--- config.mk ---
export PLATFORM = sky130hd
export DESIGN_NAME = mips_muldiv_unit
export DESIGN_NICKNAME = d
export VERILOG_FILES = /design/src/rtl/mips_muldiv_unit.sv
export SDC_FILE = /design/constraint.sdc
export NUM_CORES = 1
export LEC_CHECK = 0
export ABC_CLOCK_PERIOD_IN_PS = 3200
export BUFFER_PORTS_ARGS = -buffer_cell sky130_fd_sc_hd__buf_2
export CAP_MARGIN = 20
export CORE_MARGIN = 4
export CORE_UTILIZATION = 45
export CTS_CLUSTER_DIAMETER = 60
export DETAILED_ROUTE_END_ITERATION = 10
export GPL_ROUTABILITY_DRIVEN = 0
export MAX_ROUTING_LAYER = met4
export PLACE_DENSITY = 0.67
export SLEW_MARGIN = 15
export SYNTH_ARGS = -nofsm -noshare
export SYNTH_HDL_FRONTEND = slang
export SYNTH_SLANG_ARGS = --single-unit
--- constraint.sdc ---
create_clock -name clk -period 3.2 [get_ports clk]
set_input_delay 0.64 -clock clk [delete_from_list [all_inputs] [get_ports clk]]
set_output_delay 0.64 -clock clk [all_outputs]
set_load 0.1 [all_outputs]
--- src/rtl/mips_muldiv_unit.sv ---
// Iterative multiply/divide unit with architectural HI/LO registers.
// Shift-add multiply and restoring divide on magnitudes, one bit per clock, sign fixed at the end.
module mips_muldiv_unit #(
  parameter int unsigned N = 32
) (
  input  logic         clk,
  input  logic         rst,
  input  logic         start,
  input  logic [1:0]   op,
  input  logic [N-1:0] a,
  input  logic [N-1:0] b,
  input  logic         hi_we,
  input  logic         lo_we,
  input  logic [N-1:0] wr_data,
  output logic         busy,
  output logic         done,
  output logic         div_by_zero,
  output logic [N-1:0] hi,
  output logic [N-1:0] lo
);

  localparam int unsigned CntW = $clog2(N + 1);

  typedef enum logic [1:0] {StIdle, StRun, StFix} state_e;

  state_e              state_q, state_d;
  logic                pend_q, pend_d;
  logic [1:0]          op_q, op_d;
  logic [N-1:0]        ma_q, ma_d, mb_q, mb_d;
  logic                neg_q, neg_d, rneg_q, rneg_d;
  logic [CntW-1:0]     cnt_q, cnt_d;
  logic [2*N-1:0]      work_q, work_d;
  logic [N-1:0]        rem_q, rem_d;
  logic [N-1:0]        hi_q, hi_d, lo_q, lo_d;
  logic                done_q, done_d, dbz_q, dbz_d;

  // Operand magnitudes and sign bits for the incoming request
  logic                a_neg, b_neg;
  logic [N-1:0]        mag_a, mag_b;
  assign a_neg = ~op[0] & a[N-1];
  assign b_neg = ~op[0] & b[N-1];
  assign mag_a = a_neg ? -a : a;
  assign mag_b = b_neg ? -b : b;

  // Multiply: upper half accumulates, multiplier bits shift out of the lower half
  logic [N:0]          add_sum;
  assign add_sum = {1'b0, work_q[2*N-1:N]} + (work_q[0] ? {1'b0, ma_q} : '0);

  // Divide: work_q[N-1:0] holds the dividend shifting out and quotient shifting in
  logic [N:0]          shifted, trial;
  assign shifted = {rem_q, work_q[N-1]};
  assign trial   = shifted - {1'b0, mb_q};

  logic [2*N-1:0]      prod_fix;
  logic [N-1:0]        quo_fix, rem_fix;
  assign prod_fix = neg_q ? -work_q : work_q;
  assign quo_fix  = neg_q ? -work_q[N-1:0] : work_q[N-1:0];
  assign rem_fix  = rneg_q ? -rem_q : rem_q;

  always_comb begin
    state_d = state_q;
    pend_d  = pend_q;
    op_d    = op_q;
    ma_d    = ma_q;
    mb_d    = mb_q;
    neg_d   = neg_q;
    rneg_d  = rneg_q;
    cnt_d   = cnt_q;
    work_d  = work_q;
    rem_d   = rem_q;
    hi_d    = hi_q;
    lo_d    = lo_q;
    done_d  = 1'b0;
    dbz_d   = 1'b0;
    unique case (state_q)
      StIdle: begin
        if (pend_q) begin
          // Latched request: either finish at once on a zero divisor or seed the datapath
          pend_d = 1'b0;
          if (op_q[1] && (mb_q == '0)) begin
            done_d = 1'b1;
            dbz_d  = 1'b1;
          end else begin
            state_d = StRun;
            rem_d   = '0;
            work_d  = op_q[1] ? {{N{1'b0}}, ma_q} : {{N{1'b0}}, mb_q};
          end
        end else if (start) begin
          pend_d = 1'b1;
          op_d   = op;
          ma_d   = mag_a;
          mb_d   = mag_b;
          neg_d  = a_neg ^ b_neg;
          rneg_d = a_neg & op[1];
          cnt_d  = '0;
        end else begin
          if (hi_we) hi_d = wr_data;
          if (lo_we) lo_d = wr_data;
        end
      end
      StRun: begin
        cnt_d = cnt_q + CntW'(1);
        if (op_q[1]) begin
          if (trial[N]) begin
            rem_d  = shifted[N-1:0];
            work_d = {work_q[2*N-1:N], work_q[N-2:0], 1'b0};
          end else begin
            rem_d  = trial[N-1:0];
            work_d = {work_q[2*N-1:N], work_q[N-2:0], 1'b1};
          end
        end else begin
          work_d = {add_sum, work_q[N-1:1]};
        end
        if (cnt_q == CntW'(N - 1)) state_d = StFix;
      end
      StFix: begin
        state_d = StIdle;
        done_d  = 1'b1;
        if (op_q[1]) begin
          hi_d = rem_fix;
          lo_d = quo_fix;
        end else begin
          hi_d = prod_fix[2*N-1:N];
          lo_d = prod_fix[N-1:0];
        end
      end
      default: state_d = StIdle;
    endcase
  end

  always_ff @(posedge clk or negedge rst) begin
    if (!rst) begin
      state_q <= StIdle;
      pend_q  <= 1'b0;
      op_q    <= '0;
      ma_q    <= '0;
      mb_q    <= '0;
      neg_q   <= 1'b0;
      rneg_q  <= 1'b0;
      cnt_q   <= '0;
      work_q  <= '0;
      rem_q   <= '0;
      hi_q    <= '0;
      lo_q    <= '0;
      done_q  <= 1'b0;
      dbz_q   <= 1'b0;
    end else begin
      state_q <= state_d;
      pend_q  <= pend_d;
      op_q    <= op_d;
      ma_q    <= ma_d;
      mb_q    <= mb_d;
      neg_q   <= neg_d;
      rneg_q  <= rneg_d;
      cnt_q   <= cnt_d;
      work_q  <= work_d;
      rem_q   <= rem_d;
      hi_q    <= hi_d;
      lo_q    <= lo_d;
      done_q  <= done_d;
      dbz_q   <= dbz_d;
    end
  end

  assign busy        = (state_q != StIdle);
  assign done        = done_q;
  assign div_by_zero = dbz_q;
  assign hi          = hi_q;
  assign lo          = lo_q;

endmodule

==> impl_table.tex, run 1 <==
\begin{tabular}{lr}
\hline
Metric & Value \\
\hline
\multicolumn{2}{l}{\textbf{Global routing}} \\
Pin count of the biggest net entering global routing & 82 \\
Remaining Overflow, GRT & 0 \\
Vias in the first global route & 15,940 \\
Global-route wire length before repair & 92.49 mm \\
All-layer global routing usage & 28.73\% \\
Number of antenna violations at the first check in global routing & 2 \\
\multicolumn{2}{l}{\textbf{Timing}} \\
Setup repair after global routing missed its margin & yes \\
Layout Skew & 0.01700 ns \\
Highest achievable clock rate & 314.1 MHz \\
Worst slew margin relative to its limit & 28.71\% \\
Final setup violation count & 0 \\
Total count of max-transition violations in the final report & 0 \\
Post-layout min period & 3.184 ns \\
Ratio of final minimum period to clock period & 99.50\% \\
Number of failing hold endpoints at the final stage & 0 \\
Tightest Pin Transition & 1.069 ns \\
\multicolumn{2}{l}{\textbf{Place}} \\
HPWL after DPL & 47.16 mm \\
Cells after DPL & 2,779 \\
Number of buffers added on ports & 169 \\
\multicolumn{2}{l}{\textbf{Floorplanning}} \\
Number of placement rows & 71 \\
Die outline width & 204.7 um \\
Die outline area & 41,910 sq um \\
Die outline height & 204.7 um \\
Boundary pin count & 170 \\
Core Region & 37,930 sq um \\
Effective utilization at floorplan & 45.91\% \\
\multicolumn{2}{l}{\textbf{Min path}} \\
Type of the worst min-delay path & input pin to async pin \\
\multicolumn{2}{l}{\textbf{Logic synthesis}} \\
Flops \& latches, synth & 238 \\
Average size of a mapped cell & 8.673 sq um \\
Post-synthesis net count & 2,182 \\
Async set or reset register ratio after synthesis & 100.0\% \\
Seq/Total Area, Yosys & 34.20\% \\
Synthesized area & 17,420 sq um \\
Syn Inst Count & 2,008 \\
Total number of yosys warnings & 0 \\
Post-synthesis cell type count & 81 \\
Number of enable flip-flop cells after synthesis & 0 \\
Most used flip-flop cell after synthesis & sky130\_fd\_sc\_hd\_\_dfrtp\_1 \\
\multicolumn{2}{l}{\textbf{Job}} \\
Max-capacitance violation count & 0 \\
\multicolumn{2}{l}{\textbf{Detailed routing}} \\
Sum of met2 wire segment lengths after detailed routing & 27.00 mm \\
DR WL/cell & 21.59 um \\
Iteration-0 DRC Markers & 1,781 \\
ANT nets after route & 0 \\
Met1 routed wirelength after detailed routing & 25.69 mm \\
Met3 WL & 6.110 mm \\
DRC violations left & 0 \\
Max layer used & met4 \\
Vias per std cell & 6.043 \\
Total Routed Length & 61.39 mm \\
DR vias & 17,180 \\
1st-pass router iterations & 6 \\
\multicolumn{2}{l}{\textbf{Critical path}} \\
Top delay family on crit path & simple AND/OR/NAND/NOR gates \\
Required @ worst endpoint & 3.64 ns \\
Cells along the critical path & or4\_4, or4\_4, nor4\_4, and2\_4, nand4\_4, or4\_4, o41ai\_4, xnor2\_1, o21ai\_1, nand2\_1 \\
Endpoint type of the worst setup path & register \\
Type of the worst setup path & register to register \\
Critical path's largest stage delay & 0.57 ns \\
Critical path launch point type & register \\
Data arrival time of the critical path & 3.62 ns \\
Crit Path Max Fanout & 5 \\
Number of buffer and inverter instances along the worst setup path & 0 \\
CP most frequent cell & sky130\_fd\_sc\_hd\_\_or4\_4 \\
Highest-delay cell along the critical path & sky130\_fd\_sc\_hd\_\_or4\_4 \\
\multicolumn{2}{l}{\textbf{Cells and area}} \\
Share of cells above drive strength 1 & 25.32\% \\
Total area of multi-input combinational cells & 11,340 sq um \\
Final std cells w/o fill & 2,843 \\
Seq. cell area & 5961 sq um \\
Area grow syn2layout & 25.03\% \\
Number of fill cells & 3,377 \\
Final net count & 2,483 \\
Layout Utilization & 57.40\% \\
\multicolumn{2}{l}{\textbf{Clock tree}} \\
\# hold bufs at CTS & 0 \\
Clock latency at the later pin of the worst-skew pair & 0.56 ns \\
Clock slew seen by the registers of the worst setup and hold paths & 0.06 ns \\
CTS Root Cell & sky130\_fd\_sc\_hd\_\_clkbuf\_16 \\
\# clock sinks & 238 \\
CTS tree & built \\
Htree depth & 1 \\
Total clock buffers created by CTS & 29 \\
Max Root-Sink Buffers & 3 \\
\multicolumn{2}{l}{\textbf{Status}} \\
Result of the run & finished clean \\
\hline
\end{tabular}
[state kept, by name (all words and copies together) (netlist names)]
register     flops
cnt_q            6
div_by_zero      1
done             1
hi              32
lo              32
ma_q            32
mb_q            32
neg_q            1
op_q             1
pend_q           1
rem_q           32
rneg_q           1
state_q          2
work_q          64
[cell type report]
cell class,count,share of cell area [%]
Antenna cell,2,0.02298
Clock buffer,39,3.689
Clock inverter,13,0.8964
Inverter,64,1.103
Multi-Input combinational cell,1598,52.09
Sequential cell,238,27.37
Tap cell,511,2.936
Timing Repair Buffer,378,11.88
[final timing paths]
check / from / endpoint / slack (ns) / cells after the start
setup / recovery: work_q[37] / hi[30] / 0.02 / 10
hold / removal: rst / rem_q[22] / 0.04 / 1
setup reg to reg: work_q[37] / hi[30] / 0.02 / 10
hold reg to reg: lo[2] / lo[2] / 0.47 / 2
max in group asynchronous: rst / rem_q[9] / 2.21 / 2
min in group clk: op[1] / op_q[1] / 0.31 / 3
[cells in the mapped netlist (4+ instances only)]
master,number,area [sq um]
sky130_fd_sc_hd__buf_1,6,22.52
sky130_fd_sc_hd__mux2_2,32,360.4
sky130_fd_sc_hd__or2_2,7,43.79
sky130_fd_sc_hd__nand2_1,238,893.4
sky130_fd_sc_hd__a221oi_1,5,43.79
sky130_fd_sc_hd__nand4_1,17,106.4
sky130_fd_sc_hd__and2_1,40,250.2
sky130_fd_sc_hd__o21ai_0,225,1126
sky130_fd_sc_hd__a21o_1,37,277.8
sky130_fd_sc_hd__o21a_1,5,37.54
sky130_fd_sc_hd__o211ai_1,12,90.09
sky130_fd_sc_hd__xnor2_1,95,832.1
sky130_fd_sc_hd__mux4_2,31,698.2
sky130_fd_sc_hd__inv_1,63,236.5
sky130_fd_sc_hd__xor2_1,104,910.9
sky130_fd_sc_hd__o21ai_1,11,55.05
sky130_fd_sc_hd__a31oi_1,14,87.58
sky130_fd_sc_hd__o221ai_1,10,87.58
sky130_fd_sc_hd__ha_1,69,863.3
sky130_fd_sc_hd__nor4_1,24,150.1
sky130_fd_sc_hd__nand3b_1,6,45.04
sky130_fd_sc_hd__dfrtp_1,238,5956
sky130_fd_sc_hd__or4_1,11,82.58
sky130_fd_sc_hd__nand3_1,80,400.4
sky130_fd_sc_hd__nor3_1,35,175.2
sky130_fd_sc_hd__nor2b_1,18,112.6
sky130_fd_sc_hd__nand2b_1,26,162.7
sky130_fd_sc_hd__nor3b_1,4,30.03
sky130_fd_sc_hd__o31ai_1,33,247.7
sky130_fd_sc_hd__or3_1,17,106.4
sky130_fd_sc_hd__o22ai_1,8,50.05
sky130_fd_sc_hd__clkbuf_1,99,371.6
sky130_fd_sc_hd__a21oi_1,118,590.6
sky130_fd_sc_hd__a211oi_1,17,127.6
sky130_fd_sc_hd__mux2i_1,38,380.4
sky130_fd_sc_hd__a22oi_1,5,37.54
sky130_fd_sc_hd__o41ai_1,16,140.1
sky130_fd_sc_hd__and3_1,7,43.79
sky130_fd_sc_hd__a41oi_1,4,35.03
sky130_fd_sc_hd__a21boi_0,5,37.54
sky130_fd_sc_hd__a221o_1,4,40.04
sky130_fd_sc_hd__o21bai_1,4,30.03
sky130_fd_sc_hd__nor2_1,113,424.2
[per-layer routing]
metal	vias to the layer above	global-route usage [%]
met3	141	4.448
met1	8252	40.11
met5	-	-
met2	914	43.08
li1	7874	-
met4	0	9.548
[logic make-up (layout without fill, tap and decap cells)]
kind of cell / after synthesis / in the layout / share of synthesized area, %
AO/OA/AOI/OAI: 557 / 557 / 19.46
XOR/XNOR: 199 / 200 / 10.01
adder cells (fa/ha/maj): 71 / 71 / 5.187
buffers and inverters: 173 / 494 / 3.772
flip-flops: 238 / 238 / 34.20
multiplexers: 101 / 101 / 8.262
other: 0 / 2 / 0
AND/OR/NAND/NOR: 669 / 669 / 19.11
[per-stage QoR]
step	setup WS [ns]	area [sq um]	setup TNS, ns	hold slack, ns
5_1_grt	-0.07692	21770	-0.7922	0.08173
2_1_floorplan	-0.009210	17430	-0.1507	0.3444
3_3_place_gp	-0.1686	20130	-2.154	0.4534
3_5_place_dp	-0.2094	20130	-3.251	0.4628
4_1_cts	0.002225	21180	0	0.06613
6_report	0.01610	21770	0	0.03520
[repair_timing]
action	4_1_cts	5_1_grt
setup endpoints to repair	40	55
cloned	0	5
resized for setup	7	90
pin swaps	5	24
buffers inserted	1	5
[cell usage in the layout, fill, tap and decap left out, types with 32 or more instances in the layout]
cell type and count:
sky130_fd_sc_hd__xor2_1 104, sky130_fd_sc_hd__a21o_1 37, sky130_fd_sc_hd__and2_1 40, sky130_fd_sc_hd__nor2_1 111
sky130_fd_sc_hd__nand2_1 238, sky130_fd_sc_hd__buf_2 168, sky130_fd_sc_hd__nand3_1 80, sky130_fd_sc_hd__o21ai_0 215
sky130_fd_sc_hd__nor3_1 32, sky130_fd_sc_hd__ha_1 53, sky130_fd_sc_hd__inv_1 61, sky130_fd_sc_hd__mux2i_1 37
sky130_fd_sc_hd__xnor2_1 92, sky130_fd_sc_hd__a21oi_1 109, sky130_fd_sc_hd__dfrtp_1 234, sky130_fd_sc_hd__buf_4 195
Power of run 1 is not shown: default switching activity piles up to over one toggle a cycle in this logic, so the estimate is an artifact.
==> run 2, diff against run 1 <==
--- a/config.mk
+++ b/config.mk
@@ -9,12 +9,13 @@
 export BUFFER_PORTS_ARGS = -buffer_cell sky130_fd_sc_hd__buf_2
 export CAP_MARGIN = 20
 export CORE_MARGIN = 4
-export CORE_UTILIZATION = 45
+export CORE_UTILIZATION = 35
 export CTS_CLUSTER_DIAMETER = 60
 export DETAILED_ROUTE_END_ITERATION = 10
 export GPL_ROUTABILITY_DRIVEN = 0
 export MAX_ROUTING_LAYER = met4
-export PLACE_DENSITY = 0.67
+export PLACE_DENSITY = 0.55
+export SKIP_CTS_REPAIR_TIMING = 1
 export SLEW_MARGIN = 15
 export SYNTH_ARGS = -nofsm -noshare
 export SYNTH_HDL_FRONTEND = slang
==> impl_table.tex, run 2 (synthesis gave the netlist of run 1 again) <==
\begin{tabular}{lr}
\hline
Metric & Value \\
\hline
\multicolumn{2}{l}{\textbf{Floorplanning}} \\
Core Region & 49,050 sq um (+29\%) \\
Die outline area & 53,390 sq um (+27\%) \\
Die outline width & 231.1 um (+13\%) \\
Boundary pin count & 170 (unchanged) \\
Effective utilization at floorplan & 35.50\% (-10 points) \\
Die outline height & 231.1 um (+13\%) \\
Number of placement rows & 81 (+14\%) \\
\multicolumn{2}{l}{\textbf{Cells and area}} \\
Register name with the most flops & work\_q \\
Commonest cells after routing, fill and taps aside & sky130\_fd\_sc\_hd\_\_nand2\_1 (237), sky130\_fd\_sc\_hd\_\_dfrtp\_1 (236), sky130\_fd\_sc\_hd\_\_buf\_4 (207) \\
Share of cells above drive strength 1 & 25.78\% (+0.45 points) \\
Post-route standard cell area excluding fillers & 22,120 sq um (+1.6\%) \\
Layout Utilization & 45.10\% (-12 points) \\
Most common cell after layout, fill and taps aside & sky130\_fd\_sc\_hd\_\_nand2\_1 \\
Area grow syn2layout & 27.02\% \\
Number of flip-flops under the largest register name & 64 (unchanged) \\
Final net count & 2,504 (+0.85\%) \\
\multicolumn{2}{l}{\textbf{Timing}} \\
Layout Skew & 0.03384 ns (+0.01684 ns) \\
Worst slew margin relative to its limit & 49.15\% (+20 points) \\
Ratio of final minimum period to clock period & 100.2\% (+0.75 points) \\
Total Neg Setup Slack & -0.007850 ns (-0.007850 ns) \\
Total count of max-transition violations in the final report & 0 (unchanged) \\
Number of failing hold endpoints at the final stage & 0 (unchanged) \\
Highest achievable clock rate & 311.7 MHz (-0.75\%) \\
Setup repair after global routing missed its margin & yes \\
Tightest Pin Transition & 0.7627 ns (-0.3066 ns) \\
Setup slack of the critical path after layout & -0.007850 ns (-0.02395 ns) \\
Post-layout min period & 3.208 ns (+0.02395 ns) \\
Final setup violation count & 1 (+1) \\
\multicolumn{2}{l}{\textbf{Clock tree}} \\
CTS tree & built \\
Clock latency at the later pin of the worst-skew pair & 0.55 ns (about the same) \\
\# clock sinks & 238 (unchanged) \\
Max Root-Sink Buffers & 3 (unchanged) \\
Clock slew seen by the registers of the worst setup and hold paths & 0.06 ns (about the same) \\
CTS Root Cell & sky130\_fd\_sc\_hd\_\_clkbuf\_16 \\
Htree depth & 2 (+1) \\
Total clock buffers created by CTS & 34 (+17\%) \\
\multicolumn{2}{l}{\textbf{Global routing}} \\
Pin count of the biggest net entering global routing & 71 (-13\%) \\
Vias in the first global route & 16,060 (+0.76\%) \\
Met1 global-route usage & 33.84\% (-6.3 points) \\
Global routing met2 resource utilization & 35.29\% (-7.8 points) \\
Gr busiest metal & met2 \\
Global-route wire length before repair & 97.59 mm (+5.5\%) \\
Number of antenna violations at the first check in global routing & 0 (-2) \\
All-layer global routing usage & 24.12\% (-4.6 points) \\
GR met3 Demand/Resource & 3.933\% (-0.52 points) \\
Remaining Overflow, GRT & 0 (unchanged) \\
\multicolumn{2}{l}{\textbf{Pwr}} \\
Pwr per Cell Area & 1343 nW/um\^{}2 \\
Static Leak & 0.009806 uW \\
Worst IR Drop VDD & 0.5182 mV \\
\multicolumn{2}{l}{\textbf{Place}} \\
HPWL after DPL & 50.90 mm (+7.9\%) \\
Place WS & -0.2913 ns (-0.08191 ns) \\
Dpl cell area & 20,390 sq um (+1.3\%) \\
Number of buffers added on ports & 169 (unchanged) \\
\multicolumn{2}{l}{\textbf{Critical path}} \\
Endpoint type of the worst setup path & register \\
Crit Path Max Fanout & 4 (-1) \\
Required @ worst endpoint & 3.62 ns (-0.02 ns) \\
Startpoint of the worst register-to-register path & work\_q[16] \\
Data arrival time of the critical path & 3.62 ns (about the same) \\
Type of the worst setup path & register to register \\
Critical path launch point type & register \\
Worst Setup SP & work\_q[16] \\
\multicolumn{2}{l}{\textbf{Detailed routing}} \\
Total Routed Length & 64.50 mm (+5.1\%) \\
Vias per std cell & 5.601 (-7.3\%) \\
ANT nets after route & 0 (unchanged) \\
DR vias & 16,890 (-1.7\%) \\
DR WL/cell & 21.39 um (-0.95\%) \\
Iteration-0 DRC Markers & 1,505 (-15\%) \\
1st-pass router iterations & 5 (-1) \\
DRC violations left & 0 (unchanged) \\
\multicolumn{2}{l}{\textbf{Min path}} \\
Type of the worst min-delay path & input pin to async pin \\
\multicolumn{2}{l}{\textbf{Status}} \\
Result of the run & finished, violations left \\
Failing checks & negative setup slack \\
\multicolumn{2}{l}{\textbf{Job}} \\
Max-capacitance violation count & 0 (unchanged) \\
\hline
\end{tabular}
[run 2: cell types whose count changed in the layout (fill, tap and decap cells not counted), sizes merged]
cell | before | now
buf | 376 | 394
bufinv | 4 | 2
clkbuf | 41 | 45
clkinvlp | 0 | 4
diode | 2 | 1
inv | 68 | 66
xnor2 | 96 | 95
[run 2: worst max-delay path, cell delays in order (launching register included)]
cell                        delay, ns
sky130_fd_sc_hd__dfrtp_1         0.37
sky130_fd_sc_hd__or4_1           0.58
sky130_fd_sc_hd__nand4bb_1       0.31
sky130_fd_sc_hd__nor4_4          0.35
sky130_fd_sc_hd__nand2_1         0.11
sky130_fd_sc_hd__or3_4           0.35
sky130_fd_sc_hd__or3_4           0.37
sky130_fd_sc_hd__o41ai_4         0.30
sky130_fd_sc_hd__xor2_1          0.26
sky130_fd_sc_hd__a21oi_1         0.09
[run 2: area by class of cell]
| class | count | area [sq um] |
|---|---|---|
| Antenna cell | 1 | 2.502 |
| Clock buffer | 44 | 949.7 |
| Clock inverter | 13 | 140.1 |
| Fill cell | 4797 | 26930 |
| Inverter | 64 | 240.2 |
| Multi-Input combinational cell | 1597 | 11250 |
| Sequential cell | 238 | 5958 |
| Tap cell | 664 | 830.8 |
| Timing Repair Buffer | 395 | 2745 |
[run 2: final timing paths]
kind	end	slack, ns	cells after the start
worst min register to register	lo[9]	0.47	1
worst max register to register	hi[27]	-0.008	9
max in group asynchronous	rem_q[0]	2.27	2
min in group clk	op_q[1]	0.33	3
worst min-delay path	done	0.06	1
worst max-delay path	hi[27]	-0.008	9
[run 2: where the power goes]
| part | internal, uW | switching, uW | leakage (uW) | total, uW |
|---|---|---|---|---|
| sequential | 4460 | 1660 | 0.00296 | 6120 |
| clock | 2260 | 1470 | 0.000524 | 3730 |
| combinational | 7890 | 12000 | 0.00632 | 19900 |
[run 2: routing by layer]
metal | up-vias | routed length [um]
met5 | - | 0
met4 | 0 | 2496
met3 | 125 | 4799
met2 | 671 | 27880
met1 | 8175 | 29330
li1 | 7922 | -
[run 2: metrics by stage]
stage / hold slack (ns) / total power (uW) / cells
floorplan: 0.3444 / 18060 / 2008
global placement: 0.4560 / 24220 / 2940
detailed placement: 0.4622 / 24500 / 2940
CTS: 0.08776 / 28320 / 2997
global route: 0.1046 / 31500 / 3015
finish: 0.06242 / 29710 / 3016
(Power assumes the default switching activity.)
